`config.mk`:
```
export PLATFORM = sky130hd
export DESIGN_NAME = program_counter_unit
export DESIGN_NICKNAME = d
export VERILOG_FILES = /design/src/rtl/program_counter_unit_pkg.sv /design/src/rtl/program_counter_unit_call_stack.sv /design/src/rtl/program_counter_unit.sv
export SDC_FILE = /design/constraint.sdc
export NUM_CORES = 1
export LEC_CHECK = 0
export ABC_CLOCK_PERIOD_IN_PS = 2000
export CAP_MARGIN = 10
export CORE_MARGIN = 3
export CORE_UTILIZATION = 54
export DETAILED_ROUTE_END_ITERATION = 12
export GPL_ROUTABILITY_DRIVEN = 0
export PLACE_DENSITY = 0.74
export RECOVER_POWER = 100
export SETUP_SLACK_MARGIN = 0.4
export SLEW_MARGIN = 5
export SYNTH_ARGS = -nofsm -noshare
export SYNTH_HDL_FRONTEND = slang
export SYNTH_HIERARCHICAL = 1
export SYNTH_SLANG_ARGS = --single-unit
```
`constraint.sdc`:
```
create_clock -name clk -period 2 [get_ports clk]
set_input_delay 0.4 -clock clk [delete_from_list [all_inputs] [get_ports clk]]
set_output_delay 0.4 -clock clk [all_outputs]
set_load 0.005 [all_outputs]
```
`src/rtl/program_counter_unit_pkg.sv`:
```
// Shared widths, stack geometry and next-PC source encodings for the PC unit.
package program_counter_unit_pkg;

  localparam int unsigned PC_WIDTH    = 10;
  localparam int unsigned STACK_DEPTH = 8;
  localparam int unsigned ADDR_WIDTH  = $clog2(STACK_DEPTH);
  localparam int unsigned DEPTH_WIDTH = $clog2(STACK_DEPTH + 1);

  // Next-PC source select carried on j_mode.
  typedef enum logic [1:0] {
    JM_SEQ  = 2'b00,
    JM_ABS  = 2'b01,
    JM_RET  = 2'b10,
    JM_SKIP = 2'b11
  } j_mode_e;

  // PC addition; the result width makes it wrap modulo 2**PC_WIDTH.
  function automatic logic [PC_WIDTH-1:0] pc_add(input logic [PC_WIDTH-1:0] a,
                                                 input logic [PC_WIDTH-1:0] b);
    return a + b;
  endfunction

endpackage

```
`src/rtl/program_counter_unit_call_stack.sv`:
```
// call_stack: LIFO of return addresses, STACK_DEPTH x PC_WIDTH.
// Ports:
//   clk, rst        clock, async active-low reset (clears entries and depth)
//   push, pop       push din / drop top entry; push wins if both asserted
//   din             value to push
//   dout_c          current top entry (0 when empty)
//   depth           registered count of valid entries
//   full_c, empty_c depth at STACK_DEPTH / zero
module call_stack
  import program_counter_unit_pkg::*;
(
  input  logic                   clk,
  input  logic                   rst,
  input  logic                   push,
  input  logic                   pop,
  input  logic [PC_WIDTH-1:0]    din,
  output logic [PC_WIDTH-1:0]    dout_c,
  output logic [DEPTH_WIDTH-1:0] depth,
  output logic                   full_c,
  output logic                   empty_c
);

  logic [PC_WIDTH-1:0] mem [STACK_DEPTH];

  assign full_c  = (depth == DEPTH_WIDTH'(STACK_DEPTH));
  assign empty_c = (depth == '0);
  assign dout_c  = empty_c ? '0 : mem[ADDR_WIDTH'(depth - DEPTH_WIDTH'(1))];

  // Push on a full stack and pop on an empty stack leave storage untouched.
  always_ff @(posedge clk or negedge rst) begin
    if (!rst) begin
      for (int unsigned i = 0; i < STACK_DEPTH; i++) begin
        mem[i] <= '0;
      end
      depth <= '0;
    end else if (push) begin
      if (!full_c) begin
        mem[ADDR_WIDTH'(depth)] <= din;
        depth                   <= depth + DEPTH_WIDTH'(1);
      end
    end else if (pop && !empty_c) begin
      depth <= depth - DEPTH_WIDTH'(1);
    end
  end

endmodule

```
`src/rtl/program_counter_unit.sv`:
```
// program_counter_unit: program counter with next-PC mux, call/return stack,
// one-cycle-latency return register and sticky stack error flags.
// Ports:
//   clk, rst     clock, async active-low reset
//   PCw          PC write enable
//   jump         jump request
//   j_mode       next-PC source (seq / absolute / return / conditional skip)
//   call, ret    push pc+1 (needs jump and PCw) / pop top into ret_reg
//   target       absolute jump address
//   z_flag       zero flag for conditional skip
//   pc           current program counter
//   stack_depth  valid call-stack entries, 0..8
//   stack_ovf    sticky: push attempted on a full stack
//   stack_unf    sticky: pop attempted on an empty stack
module program_counter_unit
  import program_counter_unit_pkg::*;
(
  input  logic                   clk,
  input  logic                   rst,
  input  logic                   PCw,
  input  logic                   jump,
  input  logic [1:0]             j_mode,
  input  logic                   call,
  input  logic                   ret,
  input  logic [PC_WIDTH-1:0]    target,
  input  logic                   z_flag,
  output logic [PC_WIDTH-1:0]    pc,
  output logic [DEPTH_WIDTH-1:0] stack_depth,
  output logic                   stack_ovf,
  output logic                   stack_unf
);

  logic                push_c;
  logic                pop_c;
  logic                full_c;
  logic                empty_c;
  logic [PC_WIDTH-1:0] top_c;
  logic [PC_WIDTH-1:0] pc_inc1_c;
  logic [PC_WIDTH-1:0] pc_next_c;
  logic [PC_WIDTH-1:0] ret_reg;

  // A call only counts when it is an actual PC-writing jump; it overrides ret.
  assign push_c    = call & jump & PCw;
  assign pop_c     = ret & ~push_c;
  assign pc_inc1_c = pc_add(pc, PC_WIDTH'(1));

  call_stack u_call_stack (
    .clk     (clk),
    .rst     (rst),
    .push    (push_c),
    .pop     (pop_c),
    .din     (pc_inc1_c),
    .dout_c  (top_c),
    .depth   (stack_depth),
    .full_c  (full_c),
    .empty_c (empty_c)
  );

  // Next-PC select; return ignores jump, the others need it to leave sequence.
  always_comb begin
    pc_next_c = pc_inc1_c;
    case (j_mode_e'(j_mode))
      JM_ABS:  if (jump) pc_next_c = target;
      JM_RET:  pc_next_c = ret_reg;
      JM_SKIP: if (jump && z_flag) pc_next_c = pc_add(pc, PC_WIDTH'(2));
      default: pc_next_c = pc_inc1_c;
    endcase
  end

  // PC, return register and sticky flags.
  always_ff @(posedge clk or negedge rst) begin
    if (!rst) begin
      pc        <= '0;
      ret_reg   <= '0;
      stack_ovf <= 1'b0;
      stack_unf <= 1'b0;
    end else begin
      if (PCw) pc <= pc_next_c;
      // top_c reads as zero on an empty stack, giving the underflow value.
      if (pop_c) ret_reg <= top_c;
      if (push_c && full_c) stack_ovf <= 1'b1;
      if (pop_c && empty_c) stack_unf <= 1'b1;
    end
  end

endmodule

```
==> results.ini <==
[critical_path]
path_max_fanout=9
cp-start-kind=flop
cp_data_required_time_ps=2270
reg2reg_from=u_call_stack/depth[0]
path_depth=7
reg2reg_setup_slack_ps=40
path_cells=inv_4, ha_4, buf_12, mux4_2, o21ai_2, nand2_1, mux2_2
cp_slowest_cell=dfrtp_1
path_buf_inv=2
crit_type=flop to flop
rr_endpoint=ret_reg[3]
cpPeakStageDelay_ps=500
cp-endpoint=ret_reg[3]
critPathTopFamily=multiplexers
crit_path_end_kind=flop
critPathArrivalTime_ps=2230
cp-startpoint=u_call_stack/depth[0]
reg2reg_depth=7

[cts]
path_clk_slew_ps=110
cts_tree=built
htree_levels=3
cts_buffers=9
cts.sinks=106
cts_buffer_depth=2
root_buffer=clkbuf_8
insertion_delay_ps=400

[route]
drcViolationCount=0
firstDrtPassIters=5
post_drt_wl_per_cell_um=26.4
viasPerCell=6.67
drtIter0Drc=542
antenna_left=0
num_vias=4971
wl_um=19700

[finish]
area_delta_synth_final_pct=37.5
num-fill-cells=545
largest_reg_flops=80
fin_cells=745
drive_above_1_share_pct=51.0
nets=630
diodes=0
stdcell_area_um2=7740

[synth]
synth_flop_cell=dfrtp_1
yosysSeqAreaShare_pct=47.1
syn_nets=487
synth_area_leaders=dfrtp_1 (47%), mux2_2 (18%), mux4_2 (8.0%)
synth.avg_cell_area_um2=12.1
netlist.area_leader.share_pct=47.1
syn-cell-area_um2=5630
yosys.area.top_type=dfrtp_1
synth_cell_types=60
yosys_warnings=6
async_flop_share_pct=100
synth_edf_count=0
postSynthCellCount=464
synth-seq-cells=106

[global_routing]
gr-total-overflow=0
grt_pass1_wl_um=26000
grt_start_max_net_pins=40
grt_pass1_vias=4870
grt_use_total_pct=29.5
antenna_found_initial=0

[timing]
finalHoldViolations=0
clock_skew_ps=20.2
layout_setup_ws_ps=40.9
finalSetupViolations=0
slew_headroom_pct=34.6
fmax_mhz=510
fin_crit_sh_pct=98.0
worst_pin_slew_ps=981
setup_tns_ps=0
fin_crit_ps=1960
rsz0062_at_grt=yes
drv_slew=0
timing.hold.ws_ps=498

[place]
io_buffers=34
dpl_cell_area_um2=6540
hpwl_um=9450
dp.cells=661
pre_cts_ws_ps=-268

[power]
power_leakage_nw=3.55
ir_drop_mv=0.874
clkPwrFrac_pct=12.6
internal_power_mw=6.45
p_switching_mw=4.10
pwr-share-comb_pct=54.2
switching_share_pct=38.9
powerDensity_nw_per_um2=1360
pwr-share-seq_pct=33.1

[die]
boundaryPins=35
core_um2=9950
die_x_um=108
die_area_um2=11700
die_h_um=108
num_rows=36
initial_core_util_pct=56.6

[worst_hold_path]
min_from=u_call_stack/mem[35]
min_path_type=flop to flop

[flow_run]
drv_cap=0

[status]
outcome=finished clean

-- cell usage after synthesis, types with 3 or more instances --
cell / number
ha_1: 4
o21a_1: 4
mux4_2: 20
nand2b_1: 3
nor3_1: 4
dfrtp_1: 106
buf_4: 3
buf_6: 4
xnor2_1: 6
buf_2: 13
and3_1: 4
nor2_1: 20
o22ai_1: 5
a21oi_1: 14
a32o_1: 3
nor2b_1: 8
nand3_2: 3
o21ai_0: 37
xor2_1: 8
nand3_1: 11
nand2_1: 30
clkbuf_1: 6
a31oi_1: 7
mux2_2: 88
a21o_1: 4
inv_1: 7
-- cell families after synthesis --
group | after synthesis | synth area share [%]
AND/OR/NAND/NOR | 98 | 9.31
AO/OA/AOI/OAI | 98 | 11.5
flip-flops | 106 | 47.1
multiplexers | 108 | 25.6
buffers and inverters | 36 | 3.44
adder cells (fa/ha/maj) | 4 | 0.889
XOR/XNOR | 14 | 2.18
-- power groups by stage --
stage / registers [mW] / clock network, mW / logic [mW]
2_1_floorplan: 3.33 / 0 / 2.75
3_3_place_gp: 3.47 / 0 / 3.65
3_5_place_dp: 3.52 / 0 / 3.74
4_1_cts: 3.38 / 1.33 / 4.84
5_1_grt: 3.56 / 1.42 / 5.97
6_report: 3.50 / 1.33 / 5.72
-- metal layers --
| metal | up-vias | track usage [%] | wire, µm |
|---|---|---|---|
| met5 | - | 0 | 0 |
| met4 | 0 | 9.56 | 1060 |
| met3 | 96 | 6.87 | 1720 |
| met2 | 343 | 48.3 | 9320 |
| met1 | 2518 | 39.3 | 7610 |
| li1 | 2014 | - | - |
-- through the flow --
stage / total power, mW / utilization, %
2_1_floorplan: 6.09 / -
3_3_place_gp: 7.12 / 65.6
5_1_grt: 11.0 / 77.8
6_report: 10.6 / 77.8
3_5_place_dp: 7.26 / 65.6
4_1_cts: 9.56 / 75.1
-- how the worst min path moves through the flow --
stage                             to  depth (start not counted)
4_1_cts          u_call_stack/mem[4]                          2
3_5_place_dp   u_call_stack/depth[2]                          1
5_1_grt         u_call_stack/mem[60]                          1
2_1_floorplan                  pc[0]                          0
3_3_place_gp   u_call_stack/depth[2]                          1
6_report        u_call_stack/mem[35]                          1
-- cell type report --
| type | count | area, µm² | share of cell area [%] |
|---|---|---|---|
| Tap cell | 133 | 166 | 2.15 |
| Multi-Input combinational cell | 324 | 3200 | 41.4 |
| Clock inverter | 7 | 75.1 | 0.970 |
| Timing Repair Buffer | 157 | 1470 | 19.0 |
| Clock buffer | 9 | 124 | 1.60 |
| Sequential cell | 106 | 2660 | 34.4 |
| Inverter | 9 | 40.0 | 0.517 |
-- cells in the final DEF, fill, tap and decap left out, types with 6 or more instances in the layout --
cell             count
nand2_1             23
mux2_2              59
mux2_4              19
o21ai_2              9
dlygate4sd2_1       15
a21oi_1             12
clkbuf_2             6
mux4_2              20
dfrtp_2              9
o21ai_1             12
clkdlybuf4s50_1     11
a31oi_1              7
clkbuf_1             7
nor2b_1              6
mux2_1              10
buf_6               27
dfrtp_1             97
o21ai_0             16
buf_12               8
buf_4               69
nor2_1              15
clkbuf_8             9
nand3_1             11
-- timing repair --
action / 4_1_cts / 5_1_grt
pin swaps: 25 / 29
gates resized for setup: 109 / 77
endpoints found under the setup margin: 119 / 107
buffers inserted: 46 / 16
gates cloned: 3 / 2
hold buffers: 1 / 0
hold endpoints to repair: 33 / 0
Note: power is estimated with default switching activity, not from simulation.
